==> config.mk <==
export PLATFORM = sky130hd
export DESIGN_NAME = mdl_supbd_crc
export DESIGN_NICKNAME = d
export VERILOG_FILES = /design/src/rtl/supbd_pkg.sv /design/src/rtl/crc16_step.sv /design/src/rtl/mdl_supbd_crc.sv
export SDC_FILE = /design/constraint.sdc
export NUM_CORES = 1
export LEC_CHECK = 0
export CAP_MARGIN = 20
export CORE_MARGIN = 5
export CORE_UTILIZATION = 40
export CTS_CLUSTER_DIAMETER = 100
export DETAILED_ROUTE_END_ITERATION = 10
export GPL_TIMING_DRIVEN = 0
export PLACE_DENSITY = 0.58
export SYNTH_ARGS = -nofsm -noshare
export SYNTH_HDL_FRONTEND = slang
export SYNTH_SLANG_ARGS = --single-unit
==> constraint.sdc <==
create_clock -name i_MCLK -period 2.7 [get_ports i_MCLK]
set_input_delay 0.54 -clock i_MCLK [delete_from_list [all_inputs] [get_ports i_MCLK]]
set_output_delay 0.54 -clock i_MCLK [all_outputs]
set_load 0.05 [all_outputs]
==> src/rtl/supbd_pkg.sv <==
// Shared definitions for the SUPBD CRC sequencer: state encoding, field length and CRC defaults.
package supbd_pkg;

    typedef enum logic [2:0] {
        StIdle,
        StAccum,
        StSupbd,
        StEnd,
        StWait
    } supbd_state_e;

    localparam int unsigned SUPBD_BITS = 16;

    localparam logic [15:0] CRC_POLY_DEFAULT = 16'h1021;
    localparam logic [15:0] CRC_INIT_DEFAULT = 16'h0000;

endpackage

==> src/rtl/crc16_step.sv <==
// One-bit MSB-first CRC-16 update; chained twice for two bits per tick.
module crc16_step
    import supbd_pkg::*;
#(
    parameter logic [15:0] POLY = CRC_POLY_DEFAULT
) (
    input  logic [15:0] crc_i,
    input  logic        bit_i,
    output logic [15:0] crc_o
);

    logic feedback;

    always_comb begin
        feedback = crc_i[15] ^ bit_i;
        crc_o    = {crc_i[14:0], 1'b0} ^ (feedback ? POLY : 16'h0000);
    end

endmodule

==> src/rtl/mdl_supbd_crc.sv <==
// Supplementary bubble data sequencer: accumulates CRC-16 over effective data, then emits (write)
// or checks (read) the 16 CRC bits across the SUPBD start/end handshake.
module mdl_supbd_crc
    import supbd_pkg::*;
#(
    parameter logic [15:0] CRC_POLY = CRC_POLY_DEFAULT,
    parameter logic [15:0] CRC_INIT = CRC_INIT_DEFAULT
) (
    input  logic       i_MCLK,
    input  logic       i_RST,
    input  logic       i_CLK2M_PCEN_n,
    input  logic       i_4BEN_n,
    input  logic       i_WRMODE,
    input  logic       i_PG_START,
    input  logic       i_EFFBD_VLD,
    input  logic [1:0] i_EFFBD_D,
    input  logic [1:0] i_SUPBD_D,
    input  logic       i_SUPBD_START_n,
    output logic       o_SUPBD_END_n,
    output logic [1:0] o_SUPBD_D,
    output logic       o_SUPBD_VLD,
    output logic       o_CRC_ERR,
    output logic       o_BUSY
);

    localparam logic [4:0] CntLast = 5'(SUPBD_BITS);

    supbd_state_e state_q, state_d;
    logic [15:0]  crc_q, crc_d;
    logic [4:0]   cnt_q, cnt_d;
    logic         mode4_q, mode4_d;
    logic         wr_q, wr_d;
    logic         err_q, err_d;

    logic         tick;
    logic         step1_bit;
    logic [15:0]  step1_crc, step2_crc;
    logic [4:0]   cnt_nxt;
    logic         cnt_done;
    logic         rx_mismatch;

    assign tick = ~i_CLK2M_PCEN_n;

    // 4-bit mode feeds bit[1] then bit[0]; 2-bit mode feeds only bit[0] through the first stage
    assign step1_bit = i_4BEN_n ? i_EFFBD_D[0] : i_EFFBD_D[1];

    crc16_step #(
        .POLY (CRC_POLY)
    ) u_step1 (
        .crc_i (crc_q),
        .bit_i (step1_bit),
        .crc_o (step1_crc)
    );

    crc16_step #(
        .POLY (CRC_POLY)
    ) u_step2 (
        .crc_i (step1_crc),
        .bit_i (i_EFFBD_D[0]),
        .crc_o (step2_crc)
    );

    assign cnt_nxt     = cnt_q + (mode4_q ? 5'd2 : 5'd1);
    assign cnt_done    = (cnt_nxt == CntLast);
    assign rx_mismatch = mode4_q ? (i_SUPBD_D != crc_q[15:14]) : (i_SUPBD_D[0] != crc_q[15]);

    always_ff @(posedge i_MCLK) begin
        if (i_RST) begin
            state_q <= StIdle;
        end else if (tick) begin
            state_q <= state_d;
        end
    end

    always_comb begin
        state_d = state_q;
        unique case (state_q)
            StIdle, StAccum: begin
                if (i_PG_START) begin
                    state_d = StAccum;
                end else if (!i_SUPBD_START_n) begin
                    state_d = StSupbd;
                end
            end
            StSupbd: if (cnt_done) state_d = StEnd;
            StEnd:   state_d = StWait;
            StWait:  if (i_SUPBD_START_n) state_d = StIdle;
            default: state_d = StIdle;
        endcase
    end

    // Datapath next state; data on the tick a field starts is not accumulated
    always_comb begin
        crc_d   = crc_q;
        cnt_d   = cnt_q;
        mode4_d = mode4_q;
        wr_d    = wr_q;
        err_d   = err_q;
        case (state_q)
            StIdle, StAccum: begin
                if (i_PG_START) begin
                    crc_d = CRC_INIT;
                    err_d = 1'b0;
                end else if (!i_SUPBD_START_n) begin
                    cnt_d   = '0;
                    mode4_d = ~i_4BEN_n;
                    wr_d    = i_WRMODE;
                    err_d   = 1'b0;
                end else if (i_EFFBD_VLD) begin
                    crc_d = i_4BEN_n ? step1_crc : step2_crc;
                end
            end
            StSupbd: begin
                cnt_d = cnt_nxt;
                crc_d = mode4_q ? {crc_q[13:0], 2'b00} : {crc_q[14:0], 1'b0};
                if (!wr_q && rx_mismatch) begin
                    err_d = 1'b1;
                end
            end
            default: ;
        endcase
    end

    always_ff @(posedge i_MCLK) begin
        if (i_RST) begin
            crc_q   <= CRC_INIT;
            cnt_q   <= '0;
            mode4_q <= 1'b0;
            wr_q    <= 1'b0;
            err_q   <= 1'b0;
        end else if (tick) begin
            crc_q   <= crc_d;
            cnt_q   <= cnt_d;
            mode4_q <= mode4_d;
            wr_q    <= wr_d;
            err_q   <= err_d;
        end
    end

    always_comb begin
        o_BUSY        = (state_q == StSupbd);
        o_SUPBD_VLD   = o_BUSY & wr_q;
        o_SUPBD_D     = 2'b00;
        if (o_SUPBD_VLD) begin
            o_SUPBD_D = mode4_q ? crc_q[15:14] : {1'b0, crc_q[15]};
        end
        o_SUPBD_END_n = (state_q != StEnd);
        o_CRC_ERR     = err_q;
    end

endmodule
Word level (Yosys, flattened, before mapping)

Index checks and enable logic that the tools add are counted.

Memories kept: 0
Memory bits (read-only): 0
Bits in latches: 0
Register bits: 27
Bits in writable memories: 0
Output and inout port bits: 6
Word-level logic and storage cells: 67

Order comparisons: 0
$mul: 0
Div/mod/pow operators: 0
Eq/ne operators: 16
Shifts and indexed selects: 0
Bitwise operators: 9
Mux-type cells: 25
Add/subtract/negate cells: 1
Reduce and logical (&&, ||, !) cells: 10

Operator list:

| kind                                                            | number |
|---|---|
| 16-bit 2-to-1 mux                                               | 5 |
| 16-bit case mux with 2 select lines                             | 1 |
| 16-bit XOR                                                      | 2 |
| 13-bit 2-to-1 mux                                               | 2 |
| 4-bit AND reduction                                             | 5 |
| 3-bit 2-to-1 mux                                                | 4 |
| 3-bit case mux with 4 select lines                              | 1 |
| 5-bit 2-to-1 mux                                                | 2 |
| 5-bit case mux with 2 select lines                              | 1 |
| 3-bit != test, second input constant                            | 3 |
| 3-bit by 2-bit == test with 1-bit output, second input constant | 2 |
| 2-bit 2-to-1 mux                                                | 3 |
| 2-bit != test, second input constant                            | 3 |
| 5-bit by 2-bit adder with 5-bit output                          | 1 |
| 5-bit == test, second input constant                            | 1 |
| 1-bit 2-to-1 mux                                                | 5 |
| 2-bit by 1-bit != test with 1-bit output, second input constant | 2 |
| 1-bit inverter                                                  | 4 |
| 3-bit by 1-bit == test with 1-bit output, second input constant | 1 |
| 3-bit == test, second input constant                            | 1 |
| 3-bit logical NOT                                               | 1 |
| 3-bit by 2-bit != test with 1-bit output, second input constant | 1 |
| 2-bit != test                                                   | 1 |
| 1-bit case mux with 2 select lines                              | 1 |
| 7 further kinds                                                 | 8 |

Logic depth before layout (Yosys ltp)

Depth in word-level cells: 12
Gate-level depth with buffers: 8

Modules after synthesis

From an unflattened synthesis, not the netlist that was laid out.

Cells, all modules: 254
Area total of the unflattened synthesis: 2311.0 um2

Modules (own cells, without submodules):

| module        | instances | seq. area each (um2) | cells each | area each (um2) |
|---|---|---|---|---|
| mdl_supbd_crc | 1         | 540.5                | 220        | 1988.2 |
| crc16_step    | 2         | 0.0                  | 17         | 161.4 |

Least setup slack after synthesis

OpenSTA, ideal clock, no wires.

Path kind: flip-flop to output port
Start: reg state_q[1]
End: out o_SUPBD_D[0]
Stages on the path, launching flop included: 7
Data arrival time: 2446 ps
Setup slack: -286 ps
Required time: 2160 ps
Path through: dfxtp_1 -> or3b_1 -> buf_2 -> inv_2 -> buf_6 -> and2_1 -> nor2b_1

Cells in the longest elaborated chain, start to end: 3

Ends and longest elaborated chain:

| element                                  | line                 | RTL |
|---|---|---|
| start, declared                          | mdl_supbd_crc.sv:28  | `supbd_state_e state_q, state_d;` |
| start signal, assigned                   | mdl_supbd_crc.sv:69  | `state_q <= StIdle;` |
| start signal, assigned                   | mdl_supbd_crc.sv:71  | `state_q <= state_d;` |
| 3-bit by 2-bit == test with 1-bit output | mdl_supbd_crc.sv:141 | `o_BUSY = (state_q == StSupbd);` |
| net o_BUSY                               | mdl_supbd_crc.sv:23  | `output logic o_BUSY` |
| 1-bit bitwise AND                        | mdl_supbd_crc.sv:142 | `o_SUPBD_VLD = o_BUSY & wr_q;` |
| net o_SUPBD_VLD                          | mdl_supbd_crc.sv:21  | `output logic o_SUPBD_VLD,` |
| 2-bit 2-to-1 mux                         | mdl_supbd_crc.sv:144 | `if (o_SUPBD_VLD) begin` |
| end, declared                            | mdl_supbd_crc.sv:20  | `output logic [1:0] o_SUPBD_D,` |

The timed path passes the listed nets, and every way through them passes these cells.

Final worst setup path

Start: reg state_q[1]
End: out o_SUPBD_D[1]

Cells in the longest elaborated chain, start to end: 3

Ends and longest elaborated chain:

| element                                  | line |
|---|---|
| 3-bit by 2-bit == test with 1-bit output | mdl_supbd_crc.sv:141 |
| 1-bit bitwise AND                        | mdl_supbd_crc.sv:142 |
| 2-bit 2-to-1 mux                         | mdl_supbd_crc.sv:144 |

No other way between the ends.

==> flow_summary_export.csv <==
group,metric,value,unit
placement,dp.cells,271,
pwr,peakVddDrop,225,uV
route,drc,0,
clock_tree,cts_hold_buf,0,
yosys,synth_edf_count,0,
clock_tree,htreeDepth,1,
global_route,grt_pass1_wl,7.80,mm
yosys,synth_nets,218,
hold_path,min_path_type,"register to register",
clock_tree,clockBufferDepth,2,
yosys,async_reset_ff_frac,0,
global_route,grt_max_degree,15,
clock_tree,cts.clk_slew.worst_paths,0.10,ns
sta,fin_crit_sh,0.946,
placement,io_buffers,16,
layout,nets,239,
yosys,seq_area_frac_synth,0.313,
yosys,yosysMostFrequentCell,"dfxtp_1",
route,drtIter0Drc,81,
yosys,synth_area_per_cell,8.51,um2
sta,setup-tns-final,0,ns
worst_setup_path,reg2reg_from,"mode4_q$_SDFFE_PP0P_",
clock_tree,cts-root-buf,"clkbuf_8",
worst_setup_path,crit_fanout,10,
route,wl_per_cell,16.3,um
pwr,switchingPower,0.000270,W
sta,worstMarginPinSlew,0.672,ns
layout,areaGrowthSynthToFinish,16.1,%
die,boundaryPins,18,
yosys,synth_area,1730,um2
yosys,synthTopCellsByCount,"27 x dfxtp_1, 25 x nor2_1, 17 x nor3_1",
pwr,switching_share,0.305,
die,row_count,24,
pwr,seqPwrFrac,0.498,
clock_tree,clock_sinks,27,
clock_tree,insertion_delay,0.27,ns
route,via_per_inst,5.79,
clock_tree,cts_tree,"built",
layout,post_layout_nonfiller_instances,275,
sta,hold_viol_final,0,
yosys,synth_top_cell_area_share,0.313,
placement,place.gp.congestion,0.785,
clock_tree,ctsResizeCount,15,
worst_setup_path,cp-end-kind,"output port",
clock_tree,postCtsSetupBuffers,0,
pwr,p_leak,0.718,nW
pwr,p_int,0.000617,W
pwr,power.share.clock,0.268,
yosys,synth_flop_cell,"dfxtp_1",
pwr,cellPowerDensity,442,nW/um2
layout,drive_gt1_frac,0.139,
route,drt_pass1_iterations,4,
sta,slew_viol_final,0,
yosys,yosysTopAreaCell,"dfxtp_1",
die,start_util,0.405,
layout,stdcell_area,2010,um2
global_route,overflow,0,
worst_setup_path,worstSetupPathType,"register to output port",
sta,max_freq,391,MHz
route,wl,4.48,mm
status,status,"finished clean",
yosys,synth_cells,203,
global_route,antenna_found_initial,0,
yosys,yosysUniqueCellTypes,51,
yosys,yosys_warnings,0,
yosys,ys_seq_elements,27,
pwr,combPwrFrac,0.234,
sta,slew_headroom,0.547,
die,die-area,5730,um2
die,die_h,75.7,um
worst_setup_path,worstSetupStartpointType,"register",
clock_tree,numCtsBuffers,3,
sta,finalSetupViolCount,0,
hold_path,hp-start,"cnt_q[0]$_SDFFE_PP0P_",
worst_setup_path,cp.arrival,2.01,ns
sta,period_needed,2.55,ns
yosys,synth_area_leaders,"dfxtp_1 31%, a221oi_1 5.6%, nor2_1 5.4%",
die,die_w,75.7,um
layout,antenna_cells,0,
global_route,grt_pass1_vias,1532,
placement,dp_hpwl,3.27,mm
placement,dpl_cell_area,1960,um2
worst_setup_path,crit_path_start,"state_q[1]$_SDFFE_PP0P_",
die,core,4260,um2
worst_setup_path,crit_required,2.16,ns
sta,finClkSkew,0.00369,ns
route,num_vias,1593,
run,cap_viol_max_count,0,
sta,rsz0062_at_grt,"no",
global_route,grt_use_total,0.180,
route,ant_nets,0,
==> path summary, 6_finish.rpt <==
check                                                to  slack (ns)  cells after the start
worst min-delay path              cnt_q[0]$_SDFFE_PP0P_        0.46                      2
worst max-delay path                       o_SUPBD_D[1]        0.15                      7
worst max register to register  state_q[0]$_SDFFE_PP0P_        0.41                      8
worst min register to register    cnt_q[0]$_SDFFE_PP0P_        0.46                      2
==> kinds of logic (layout without fill, tap and decap cells) <==
| family | Yosys count | count (layout) | synth area share |
|---|---|---|---|
| xor+xnor | 11 | 11 | 0.0558 |
| fa+ha+maj | 3 | 3 | 0.0261 |
| flops | 27 | 27 | 0.313 |
| mux | 11 | 11 | 0.0739 |
| buf+inv | 19 | 39 | 0.0536 |
| compound gates | 45 | 45 | 0.207 |
| simple gates | 87 | 87 | 0.271 |
==> registers in the layout, indices dropped and copies added (netlist names) <==
register   cells
cnt_q          5
state_q        3
crc_q         16
mode4_q        1
wr_q           1
o_CRC_ERR      1
==> critical path: stages, from the launching register on <==
cell and delay [ns]:
dfxtp_4 0.39, or3b_1 0.34, clkbuf_4 0.21, inv_4 0.11, buf_6 0.15, and2_1 0.17, and3_2 0.18, buf_4 0.19
==> power groups by stage <==
stage | Combinational (W) | Sequential (W) | Clock [W]
2_1_floorplan | 0.000150 | 0.000445 | 0
3_3_place_gp | 0.000206 | 0.000451 | 0
3_5_place_dp | 0.000207 | 0.000451 | 0
4_1_cts | 0.000207 | 0.000442 | 0.000249
5_1_grt | 0.000232 | 0.000445 | 0.000267
6_report | 0.000208 | 0.000442 | 0.000237
==> layout make-up <==
class                   instances  area (um2)
flip-flops and latches         27         546
clock buffers                   4        45.0
repair buffers                 16         149
fillers                       429        2260
well taps                      52        65.1
inverters                       3        13.8
plain buffers                  16        85.1
multi-input cells             157        1100
==> metrics by stage <==
step / setup slack, ns / hold WS, ns / util / power [W]
after global placement: -0.264 / 0.451 / 0.460 / 0.000657
after CTS: -0.0465 / 0.468 / 0.469 / 0.000899
after global routing: 0.0315 / 0.499 / 0.471 / 0.000944
final: 0.146 / 0.463 / 0.471 / 0.000887
after floorplan: 0.0691 / 0.436 / - / 0.000595
after detailed placement: -0.266 / 0.456 / 0.460 / 0.000658
==> per-layer routing <==
metal / global-route usage / wire (um) / vias up
met5: 0 / 0 / -
met1: 0.243 / 2110 / 768
met4: 0.0544 / 55 / 0
met2: 0.299 / 2190 / 25
li1: - / - / 795
met3: 0.0211 / 114 / 5
==> placed cells by master (no fill, tap or decap), types with 2 or more instances in the layout <==
| cell | count |
|---|---|
| buf_6 | 2 |
| ha_1 | 2 |
| a31oi_1 | 2 |
| nor2b_1 | 3 |
| a221oi_1 | 11 |
| buf_4 | 2 |
| and3b_1 | 2 |
| clkbuf_8 | 3 |
| nor3_1 | 17 |
| xnor2_1 | 6 |
| a311oi_1 | 3 |
| inv_1 | 2 |
| nor2_1 | 25 |
| a21oi_1 | 6 |
| nand2_1 | 10 |
| nand3b_1 | 4 |
| mux2_2 | 4 |
| xor2_1 | 5 |
| buf_2 | 5 |
| nand3_1 | 5 |
| dfxtp_1 | 25 |
| a211oi_1 | 4 |
| clkdlybuf4s50_1 | 12 |
| and2_1 | 3 |
| o21ai_0 | 7 |
| or4_1 | 2 |
| o41ai_1 | 2 |
| nor4_1 | 4 |
| mux2i_1 | 6 |
| nor4b_1 | 2 |
| clkbuf_1 | 9 |
No activity file was read; power rests on OpenSTA's default activity.
==> patch: new RTL, same flow settings <==
Register the input `i_WRMODE` before use, cleared by the reset. The logic sees it one clock later. The other inputs are not delayed to match.
--- a/src/rtl/mdl_supbd_crc.sv
+++ b/src/rtl/mdl_supbd_crc.sv
@@ -25,4 +25,14 @@
 
     localparam logic [4:0] CntLast = 5'(SUPBD_BITS);
+
+    logic i_WRMODE_q;
+
+    always_ff @(posedge i_MCLK) begin
+        if (i_RST) begin
+            i_WRMODE_q <= '0;
+        end else begin
+            i_WRMODE_q <= i_WRMODE;
+        end
+    end
 
     supbd_state_e state_q, state_d;
@@ -105,5 +115,5 @@
                     cnt_d   = '0;
                     mode4_d = ~i_4BEN_n;
-                    wr_d    = i_WRMODE;
+                    wr_d    = i_WRMODE_q;
                     err_d   = 1'b0;
                 end else if (i_EFFBD_VLD) begin
Check against the original RTL: not equivalent (Yosys sat finds a counterexample within 4 cycles, from zero or initial values and one cycle with i_RST high).
==> patch against the unedited design <==
- final area increased by 2.4%
- clock skew up 0.0083 ns
- total power grew 12%
- non-clock buffer count unchanged
- global-route usage down 2.8 points
- sequential cell count up 1
- maximum frequency shrank 1.6%
- critical path type unchanged
- setup slack got worse by 0.041 ns
- synthesized area grew 1.5%
- critical path depth fell by 1
- routed wire length shrank 1.4%
==> patch: results (changes against the unedited design) <==
Drt
  – Via count: 1,590 (was 1,593)
  – Routed met3 length: 168 µm (was 114 µm)
  – Number of vias per cell after detailed routing: 5.74 (was 5.79)
  – Iter 0 DRT Violations: 93 (was 81)
  – Routed wl met2: 1.96 mm (was 2.19 mm)
  – Post-detailed-routing wire length: 4.41 mm (was 4.48 mm)

Cells and area
  – Post-layout net count: 241 (was 239)
  – Sequential cell area: 562 µm² (was 546 µm²)
  – Fill count: 448 (was 429)
  – Fraction of layout cells with a size suffix above 1: 0.133 (was 0.139)

Placed design
  – Pre-CTS setup slack: -0.265 ns (was -0.266 ns)
  – DPL Wire Length: 3.22 mm (was 3.27 mm)
  – Placed standard-cell area: 1990 µm² (was 1960 µm²)
  – Placed instance count: 273 (was 271)
  – Final estimated routing congestion in global placement: 0.764 (was 0.785)

Setup path
  – Internal reg-to-reg setup slack: 0.33 ns (was 0.41 ns)
  – Endpoint of the worst-slack reg-to-reg timing path: state_q[0] (unchanged)
  – Arrival time worst endpoint: 2.06 ns (was 2.01 ns)
  – Critical Path Slowest Stage Cell: sky130_fd_sc_hd__dfxtp_2 (was sky130_fd_sc_hd__dfxtp_4)
  – Timing endpoint of the critical path: o_SUPBD_VLD (was o_SUPBD_D[1])

GRT
  – Total GRT Usage: 0.151 (was 0.180)
  – Number of antenna violations at the first check in global routing: 0 (unchanged)
  – Vias in the first global route: 1,451 (was 1,532)
  – Met2 usage in global routing: 0.233 (was 0.299)
  – Global-route wire length before repair: 7.37 mm (was 7.80 mm)
  – Met1 Use GR: 0.220 (was 0.243)

Timing
  – Largest clock skew in the final design: 0.0120 ns (was 0.00369 ns)
  – Slew of the pin with the lowest slew margin: 0.696 ns (was 0.672 ns)
  – Final hold slack: 0.466 ns (was 0.463 ns)

Power and ir drop
  – Static power due to leakage: 0.734 nW (was 0.718 nW)
  – Net switching power: 0.000271 W (was 0.000270 W)
  – VDD IR max: 0.215 mV (was 0.225 mV)

Logic synthesis
  – Cells taking the most area after synthesis: sky130_fd_sc_hd__dfxtp_1, sky130_fd_sc_hd__a221oi_1, sky130_fd_sc_hd__nor2_1 (unchanged)
  – Number of nets produced by synthesis: 220 (was 218)
  – Synth Area per Inst: 8.56 µm² (was 8.51 µm²)
  – Register area share after synthesis: 0.320 (was 0.313)
  – Top post-synthesis cells by count: sky130_fd_sc_hd__dfxtp_1, sky130_fd_sc_hd__nor2_1, sky130_fd_sc_hd__nor3_1 (unchanged)

Status
  – Result of the run: complete, no violations (unchanged)

Clock tree
  – Post-cts resize count: 14 (was 15)
==> patch: changes by cell type after synthesis, sizes merged <==
cell	change
nor2b	+1
clkbuf	-1
dfxtp	+1
buf	+1
==> patch: cell type report <==
cell class,count,area share
buffer,16,0.0396
clock buffer,3,0.0201
clock inverter,1,0.0146
inverter,3,0.00548
multi-input combinational,158,0.540
sequential,28,0.273
tap,52,0.0317
timing repair buffer,16,0.0749
==> patch: logic make-up after synthesis <==
| kind of cell | synth area share |
|---|---|
| and+or+nand+nor | 0.270 |
| muxes | 0.0728 |
| AOI/OAI and AO/OA | 0.204 |
| adders and majority gates | 0.0257 |
| DFF | 0.320 |
| buffers and inverters | 0.0528 |
| xor gates and xnor gates | 0.0549 |
==> patch: power groups by stage <==
stage	Clock, W	Sequential [W]	Combinational (W)
global route	0.000358	0.000460	0.000230
floorplan	0	0.000460	0.000151
finish	0.000330	0.000456	0.000209
CTS	0.000341	0.000456	0.000208
global placement	0	0.000466	0.000208
detailed placement	0	0.000466	0.000207
